**config.mk**
```make
export PLATFORM = sky130hd
export DESIGN_NAME = timer_array_flat
export DESIGN_NICKNAME = d
export VERILOG_FILES = /design/src/rtl/timer_array_if.sv /design/src/rtl/timer_array.sv /design/src/flat_wrapper.sv
export SDC_FILE = /design/constraint.sdc
export NUM_CORES = 1
export LEC_CHECK = 0
export CORE_MARGIN = 1.5
export CORE_UTILIZATION = 44
export DETAILED_ROUTE_END_ITERATION = 8
export GPL_TIMING_DRIVEN = 0
export PLACE_DENSITY = 0.78
export RECOVER_POWER = 100
export SLEW_MARGIN = 20
export SYNTH_ARGS = -nofsm -noshare
export SYNTH_HDL_FRONTEND = slang
export SYNTH_SLANG_ARGS = --single-unit
```
**constraint.sdc**
```tcl
create_clock -name clk -period 2.3 [get_ports clk]
set_input_delay 0.46 -clock clk [delete_from_list [all_inputs] [get_ports clk]]
set_output_delay 0.46 -clock clk [all_outputs]
set_load 0.05 [all_outputs]
```
**src/rtl/timer_array_if.sv**
```systemverilog
// Bus bundle for timer_array: per-channel control in, per-channel status out.
interface timer_array_if #(
    parameter int unsigned TIMER_NUM = 5,
    parameter int unsigned CNT_W     = 10,
    parameter int unsigned PRE_W     = 4
);
    logic [TIMER_NUM*CNT_W-1:0] load_value;
    logic [TIMER_NUM-1:0]       start;
    logic [TIMER_NUM-1:0]       stop;
    logic [TIMER_NUM-1:0]       mode;
    logic [PRE_W-1:0]           prescale;
    logic [TIMER_NUM-1:0]       time_out;
    logic [TIMER_NUM-1:0]       busy;
    logic [TIMER_NUM*CNT_W-1:0] count;

    modport master (
        output load_value, start, stop, mode, prescale,
        input  time_out, busy, count
    );

    modport slave (
        input  load_value, start, stop, mode, prescale,
        output time_out, busy, count
    );
endinterface

```
**src/rtl/timer_array.sv**
```systemverilog
// Bank of independent down-counting timers sharing one tick prescaler.
// Each channel counts load_value..0 on ticks, then pulses time_out for one
// cycle and either reloads (periodic) or returns to IDLE (one-shot).
module timer_array #(
    parameter int unsigned TIMER_NUM = 5,
    parameter int unsigned CNT_W     = 10,
    parameter int unsigned PRE_W     = 4
) (
    input  logic          clk,
    input  logic          rst_n,
    timer_array_if.slave  bus
);

    typedef enum logic {
        IDLE = 1'b0,
        RUN  = 1'b1
    } state_e;

    state_e               state_q [TIMER_NUM];
    state_e               state_d [TIMER_NUM];
    logic [CNT_W-1:0]     cnt_q   [TIMER_NUM];
    logic [CNT_W-1:0]     cnt_d   [TIMER_NUM];
    logic [CNT_W-1:0]     load_c  [TIMER_NUM];
    logic [TIMER_NUM-1:0] time_out_q;
    logic [TIMER_NUM-1:0] time_out_d;
    logic [PRE_W-1:0]     pre_cnt_q;
    logic [PRE_W-1:0]     pre_cnt_d;
    logic                 tick_c;
    logic [TIMER_NUM-1:0]       busy_c;
    logic [TIMER_NUM*CNT_W-1:0] count_c;

    // Prescaler: >= compare so lowering prescale below pre_cnt ticks next edge.
    always_comb begin
        tick_c    = (pre_cnt_q >= bus.prescale);
        pre_cnt_d = tick_c ? '0 : pre_cnt_q + PRE_W'(1);
    end

    // Prescaler register.
    always_ff @(posedge clk or negedge rst_n) begin
        if (!rst_n) begin
            pre_cnt_q <= '0;
        end else begin
            pre_cnt_q <= pre_cnt_d;
        end
    end

    // Unpack per-channel load values.
    always_comb begin
        for (int i = 0; i < int'(TIMER_NUM); i++) begin
            load_c[i] = bus.load_value[i*CNT_W +: CNT_W];
        end
    end

    // Per-channel next state: stop > start > tick.
    always_comb begin
        time_out_d = '0;
        for (int i = 0; i < int'(TIMER_NUM); i++) begin
            state_d[i] = state_q[i];
            cnt_d[i]   = cnt_q[i];
            if (bus.stop[i]) begin
                state_d[i] = IDLE;
                cnt_d[i]   = '0;
            end else if (bus.start[i]) begin
                state_d[i] = RUN;
                cnt_d[i]   = load_c[i];
            end else begin
                case (state_q[i])
                    RUN: begin
                        if (tick_c) begin
                            if (cnt_q[i] != '0) begin
                                cnt_d[i] = cnt_q[i] - CNT_W'(1);
                            end else begin
                                time_out_d[i] = 1'b1;
                                if (bus.mode[i]) begin
                                    cnt_d[i] = load_c[i];
                                end else begin
                                    state_d[i] = IDLE;
                                    cnt_d[i]   = '0;
                                end
                            end
                        end
                    end
                    default: begin
                        state_d[i] = IDLE;
                        cnt_d[i]   = '0;
                    end
                endcase
            end
        end
    end

    // Channel state, counter and expiry pulse registers.
    always_ff @(posedge clk or negedge rst_n) begin
        if (!rst_n) begin
            for (int i = 0; i < int'(TIMER_NUM); i++) begin
                state_q[i] <= IDLE;
                cnt_q[i]   <= '0;
            end
            time_out_q <= '0;
        end else begin
            for (int i = 0; i < int'(TIMER_NUM); i++) begin
                state_q[i] <= state_d[i];
                cnt_q[i]   <= cnt_d[i];
            end
            time_out_q <= time_out_d;
        end
    end

    // Pack flop contents onto the output bus.
    always_comb begin
        busy_c  = '0;
        count_c = '0;
        for (int i = 0; i < int'(TIMER_NUM); i++) begin
            busy_c[i]                   = (state_q[i] == RUN);
            count_c[i*CNT_W +: CNT_W]   = cnt_q[i];
        end
    end

    assign bus.time_out = time_out_q;
    assign bus.busy     = busy_c;
    assign bus.count    = count_c;

endmodule
```
**src/flat_wrapper.sv**
```systemverilog
// flat-port wrapper written by rule: the top's interface ports become plain ports
module timer_array_flat 
#(
    parameter int unsigned TIMER_NUM = 5,
    parameter int unsigned CNT_W     = 10,
    parameter int unsigned PRE_W     = 4
)
  (clk, rst_n, bus_load_value, bus_start, bus_stop, bus_mode, bus_prescale, bus_time_out, bus_busy, bus_count);
  timer_array_if #(.TIMER_NUM(TIMER_NUM), .CNT_W(CNT_W), .PRE_W(PRE_W)) bus_i ();
  input  logic clk;
  input  logic rst_n;
  input wire logic [$bits(bus_i.load_value)-1:0] bus_load_value;
  input wire logic [$bits(bus_i.start)-1:0] bus_start;
  input wire logic [$bits(bus_i.stop)-1:0] bus_stop;
  input wire logic [$bits(bus_i.mode)-1:0] bus_mode;
  input wire logic [$bits(bus_i.prescale)-1:0] bus_prescale;
  output wire logic [$bits(bus_i.time_out)-1:0] bus_time_out;
  output wire logic [$bits(bus_i.busy)-1:0] bus_busy;
  output wire logic [$bits(bus_i.count)-1:0] bus_count;
  assign bus_i.load_value = bus_load_value;
  assign bus_i.start = bus_start;
  assign bus_i.stop = bus_stop;
  assign bus_i.mode = bus_mode;
  assign bus_i.prescale = bus_prescale;
  assign bus_time_out = bus_i.time_out;
  assign bus_busy = bus_i.busy;
  assign bus_count = bus_i.count;
  timer_array #(.TIMER_NUM(TIMER_NUM), .CNT_W(CNT_W), .PRE_W(PRE_W)) u_core (.clk(clk), .rst_n(rst_n), .bus(bus_i));
endmodule
```
==> impl_metrics.yaml, run 1 <==
run_status:
  status: "complete, but fails checks"
  violations: "max-capacitance violations, max-slew violations"
worst_setup_path:
  r2r.worst_path.cells: 5
  required_ns: 2.53
  crit_arrival_ns: 2.48
  cp_max_fo: 7
  r2r_start: "u_core.bus.count[47]$_DFFE_PN0P_"
  r2r_slack_ns: 0.08
  end_kind: "flip-flop"
  critPathLaunch: "bus_prescale[2]"
  rr_endpoint: "u_core.bus.count[49]$_DFFE_PN0P_"
  endpoint: "u_core.bus.count[34]$_DFFE_PN0P_"
  critPathKind: "input pin to flip-flop"
  crit_path_start_kind: "input pin"
timing:
  slew_viol_final: 30
  worstMarginPinSlew_ns: 1.62
  rsz0062_at_grt: "yes"
  setup_slack_ns: 0.0548
  hold_violations: 0
  timing.slew.headroom_pct: -7.67
  period_share_pct: 97.6
  finalSetupViolations: 0
  min_period_ns: 2.25
  max_freq_mhz: 445
  finalClockSkew_ns: 0.0117
power_and_ir_drop:
  peakVddDrop_mv: 0.469
  powerDensity_nw_per_um2: 818
  clkPwrFrac_pct: 21.0
  p_seq_share_pct: 28.0
  power_frac_comb_pct: 51.0
  power_mw: 5.29
  p_int_mw: 3.01
  leakage_nw: 2.70
  p_sw_mw: 2.28
  p_sw_share_pct: 43.1
drt:
  drc: 0
  postRouteWirelength_um: 14800
  num_vias: 5124
  drt_iter0_markers: 254
  via_per_inst: 6.12
  routedWlPerCell_um: 17.7
  antenna_left: 0
  drt-pass1-iter-count: 5
logic_synthesis:
  synth_flop_cell: "dfrtp_1"
  ys_seq_area_share_pct: 35.4
  synth_edf_count: 0
  syn_nets: 630
  synth_cell_type_count: 60
  async_flop_share_pct: 100
  netlist_area_um2: 4520
  synth_cells: 549
  syn_area_per_cell_um2: 8.23
  ys_seq_elements: 64
  ys_warn_count: 0
worst_hold_path:
  min_path_cells: 1
  holdCritPathClass: "flip-flop to flip-flop"
layout:
  post-route-util_pct: 65.6
  area_growth_pct: 43.1
  final_common_cell: "clkdlybuf4s50_1"
  fin_cells: 837
  layout-drive-gt1-share_pct: 12.1
  nets: 780
  final_cell_mix: "96 x clkdlybuf4s50_1, 59 x dfrtp_1, 55 x nor2_1"
  diodes: 0
floorplanning:
  die_width_um: 104
  die_h_um: 104
  rows: 36
  start_util_pct: 45.8
  boundaryPins: 131
  dieArea_um2: 10900
  core_um2: 9860
clocking:
  cts_root_buf: "clkbuf_8"
  cts_max_level: 3
  insertion_delay_ns: 0.35
  cts_tree: "yes"
  clk_path_buf_depth: 2
  clk_pin_slew_ns: 0.07
  cts_buffers: 9
  clock_sinks: 64
placed_design:
  dp_slack_ns: -1.08
  dp_cells: 808
  io_buffers: 125
  hpwlAfterDp_um: 10500
  gp_congestion: 0.921
global_route:
  first_global_vias: 4943
  grt_pass1_wl_um: 24000
  overflow: 0
  grt_max_degree: 37
  grt_use_total_pct: 26.9
  antenna_found_initial: 0
run:
  maxCapViolCount: 1
==> timing repair <==
action / in CTS / in global routing
endpoints found under the setup margin: 63 / 52
setup buffers: 3 / 11
hold buffers: 0 / 0
resized for setup: 25 / 37
pin swaps: 2 / 4
==> registers in the layout (all words and copies together) (netlist names) <==
name and count:
u_core.bus.busy 5, u_core.bus.count 50, u_core.bus.time_out 5, u_core.pre_cnt_q 4
==> routing by layer <==
layer / global-route usage [%] / vias up / part of all wire (%)
met4: 11.4 / 0 / 2.9
met2: 44.3 / 288 / 48
met5: 0 / - / 0
met1: 33.8 / 2415 / 41
met3: 5.89 / 50 / 8.5
li1: - / 2371 / -
==> logic make-up (layout without fill, tap and decap cells) <==
family	after synthesis	in the layout	share of synthesized area (%)
AOI/OAI and AO/OA	170	170	25.8
xor gates and xnor gates	22	22	4.26
adders and majority gates	10	10	2.77
buffers and inverters	58	213	4.98
DFF	64	64	35.4
muxes	9	9	2.10
and+or+nand+nor	216	216	24.6
==> through the flow <==
step	hold slack [ns]	TNS, ns	instance area [um^2]
2_1_floorplan	0.164	0	4550
3_3_place_gp	0.477	-133.49	5970
3_5_place_dp	0.418	-44.14	5990
4_1_cts	0.0457	-0.00191	6300
5_1_grt	0.534	-0.134	6470
6_report	0.496	0	6470
==> synth_stat cells (5+ instances only) <==
library cell  count  area (um^2)
nor3_1           16         80.1
or4_1             7         52.6
mux2i_1           5         50.1
o21ai_0          21          105
nand2_1          48          180
o31ai_1          13         97.6
o211ai_1          7         52.6
or3_1             8         50.1
xnor2_1           8         70.1
nand2b_1          5         31.3
a221oi_1          9         78.8
clkbuf_1         27          101
a31oi_1           6         37.5
nand3b_1          7         52.6
nor4_1           18          113
a211oi_1         16          120
ha_1             10          125
dfrtp_1          64         1600
o22ai_1           5         31.3
nor2b_1          11         68.8
a32oi_1           7         61.3
a2111oi_0         6         52.6
a311oi_1          8         70.1
and3_1            9         56.3
inv_1            27          101
xor2_1           14          123
a21oi_1          39          195
nor2_1           57          214
nand3_1          15         75.1
==> critical path, cell delays in order <==
cell and delay [ns]:
clkdlybuf4s50_1 0.51, inv_1 0.07, ha_1 0.22, nor3_2 0.26, o21a_1 0.19, buf_6 0.16
o21ai_4 0.10, nor2_2 0.16, mux2_2 0.34
==> layout make-up <==
| type | instances | area [um^2] |
|---|---|---|
| clock buffers | 13 | 159 |
| flip-flops and latches | 64 | 1610 |
| fillers | 805 | 3390 |
| repair buffers | 140 | 1360 |
| well taps | 133 | 166 |
| plain buffers | 30 | 179 |
| inverters | 27 | 101 |
| multi-input cells | 427 | 2830 |
| clock inverters | 3 | 65.1 |
==> power by group through the flow <==
stage	Clock, mW	Combinational [mW]	Sequential (mW)
global placement	0	2.27	1.48
finish	1.11	2.70	1.48
detailed placement	0	2.32	1.49
CTS	1.12	2.45	1.47
global route	1.18	2.91	1.50
floorplan	0	1.21	1.81
==> worst min path at each step <==
stage | from | to | slack (ns)
6_report | u_core.pre_cnt_q[0]$_DFF_PN0_ | u_core.pre_cnt_q[0]$_DFF_PN0_ | 0.50
2_1_floorplan | rst_n | u_core.bus.busy[0]$_DFF_PN0_ | 0.16
3_5_place_dp | rst_n | u_core.bus.count[34]$_DFFE_PN0P_ | 0.42
4_1_cts | rst_n | u_core.bus.count[34]$_DFFE_PN0P_ | 0.05
5_1_grt | u_core.pre_cnt_q[0]$_DFF_PN0_ | u_core.pre_cnt_q[0]$_DFF_PN0_ | 0.53
3_3_place_gp | u_core.pre_cnt_q[0]$_DFF_PN0_ | u_core.pre_cnt_q[0]$_DFF_PN0_ | 0.48
No activity file was read; power rests on OpenSTA's default activity.
==> run 2, diff against run 1 <==
CORE_UTILIZATION = 35   (was 44)
PLACE_DENSITY = unset   (was 0.78)
REMOVE_ABC_BUFFERS = 1   (was unset)
==> run 2 against run 1 <==
The run now ends clean; power is 7.9% higher; global-route usage down 4.5 points; sequential power is essentially flat; critical path type unchanged.
==> impl_metrics.yaml, run 2 (synthesis results as in run 1) <==
timing:
  period_share_pct: 99.0
  setup_slack_ns: 0.0240
  tns_ns: 0
  finalSetupViolations: 0
  finalClockSkew_ns: 0.00669
  max_freq_mhz: 439
  rsz0062_at_grt: "yes"
  slew_viol_final: 0
  worstMarginPinSlew_ns: 0.959
  hold_violations: 0
  min_period_ns: 2.28
  timing.slew.headroom_pct: 36.1
floorplanning:
  rows: 41
  boundaryPins: 131
  start_util_pct: 35.8
  core_um2: 12600
  die_h_um: 117
  dieArea_um2: 13600
  die_width_um: 117
layout:
  nFillCells: 1206
  nets: 765
  design_area_um2: 6650
  post-route-util_pct: 52.7
  final_common_cell: "clkdlybuf4s50_1"
  layout-drive-gt1-share_pct: 12.2
  area_growth_pct: 47.1
  diodes: 0
  final_cell_mix: "129 x clkdlybuf4s50_1, 62 x dfrtp_1, 55 x nor2_1"
  largest_register_ff_count: 50
clocking:
  clock_sinks: 64
  cts_max_level: 3
  clk_pin_slew_ns: 0.05
  insertion_delay_ns: 0.34
  cts_tree: "yes"
  cts_root_buf: "clkbuf_16"
  clk_path_buf_depth: 2
  cts_buffers: 9
power_and_ir_drop:
  p_int_mw: 3.33
  p_sw_mw: 2.39
  clkPwrFrac_pct: 26.1
  peakVddDrop_mv: 0.411
  powerDensity_nw_per_um2: 860
  power_frac_comb_pct: 48.0
  p_seq_share_pct: 25.9
  p_sw_share_pct: 41.8
  leakage_nw: 2.69
drt:
  drt-pass1-iter-count: 5
  num_vias: 4968
  via_per_inst: 5.77
  drc: 0
  antenna_left: 0
  drt_iter0_markers: 389
  postRouteWirelength_um: 15000
  routedWlPerCell_um: 17.4
worst_setup_path:
  crit_family: "buffers and inverters"
  critPathMaxStageDelay_ns: 0.48
  end_kind: "flip-flop"
  path_cells: "clkdlybuf4s50_1 -> inv_1 -> ha_1 -> nor3_4 -> o21a_4 -> o21ai_2 -> nor2_2 -> mux2_2"
  critPathKind: "input pin to flip-flop"
  crit_buf_inv: 2
  worst_path_max_delay_cell: "clkdlybuf4s50_1"
  crit_arrival_ns: 2.49
  crit_path_start_kind: "input pin"
  required_ns: 2.51
  cp_max_fo: 11
global_route:
  grt_use_total_pct: 22.3
  first_global_vias: 4782
  overflow: 0
  grt_pass1_wl_um: 23900
  grt_max_degree: 53
  antenna_found_initial: 0
worst_hold_path:
  holdCritPathClass: "flip-flop to flip-flop"
placed_design:
  gp_congestion: 0.844
  io_buffers: 130
  dpl_cell_area_um2: 5950
  hpwlAfterDp_um: 10000
  dp_slack_ns: -1.23
run:
  maxCapViolCount: 0
run_status:
  status: "finished, final reports clean"
-- run 2: cell types whose count changed in the layout (fill, tap and decap cells not counted), sizes merged, moves of 2 or more --
cell,change
nand2,+2
clkbuf,-25
dlygate4sd3,-27
clkdlybuf4s50,+33
clkinv,+2
-- run 2: cell type report --
cell class	instances	area (um^2)	area share, %
Multi-Input combinational cell	429	2910	43.7
Sequential cell	64	1600	24.1
Timing Repair Buffer	153	1500	22.5
Clock buffer	10	239	3.59
Tap cell	172	215	3.24
Inverter	27	101	1.52
Clock inverter	6	82.6	1.24
-- run 2: worst paths after layout --
kind / startpoint / slack, ns / end / cells past startpoint
setup / recovery: bus_prescale[2] / 0.02 / u_core.bus.count[34]$_DFFE_PN0P_ / 8
hold / removal: u_core.pre_cnt_q[0]$_DFF_PN0_ / 0.49 / u_core.pre_cnt_q[0]$_DFF_PN0_ / 1
setup reg to reg: u_core.bus.count[30]$_DFFE_PN0P_ / 0.08 / u_core.bus.count[31]$_DFFE_PN0P_ / 8
hold reg to reg: u_core.pre_cnt_q[0]$_DFF_PN0_ / 0.49 / u_core.pre_cnt_q[0]$_DFF_PN0_ / 1
max in group asynchronous: rst_n / 0.70 / u_core.bus.count[41]$_DFFE_PN0P_ / 3
min in group asynchronous: rst_n / 0.79 / u_core.bus.count[26]$_DFFE_PN0P_ / 2
-- run 2: stage by stage --
step                cells  power [mW]  hold slack (ns)
finish                861        5.71            0.495
detailed placement    822        3.75            0.337
floorplan             518        2.92            0.164
global route          861        6.07            0.526
global placement      820        3.70            0.485
CTS                   853        5.54            0.497
-- run 2: routing by layer --
| layer | track usage (%) | vias to the layer above | part of all wire, % |
|---|---|---|---|
| met5 | 0 | - | 0 |
| met4 | 6.51 | 0 | 1.7 |
| met3 | 5.35 | 23 | 7.1 |
| met2 | 35.8 | 201 | 47 |
| met1 | 30.0 | 2398 | 45 |
| li1 | - | 2346 | - |
-- run 2: power groups by stage --
stage	sequential [mW]	combinational, mW	clock, mW
global route	1.51	2.99	1.58
global placement	1.49	2.21	0
detailed placement	1.49	2.27	0
finish	1.48	2.74	1.49
floorplan	1.81	1.11	0
CTS	1.47	2.55	1.52
-- run 2: timing repair --
item,in CTS,in global routing
hold buffers,1,0
cloned,1,1
endpoints found under the hold margin,12,0
pin swaps,3,8
setup endpoints to repair,63,36
buffers inserted,13,7
resized for setup,18,35
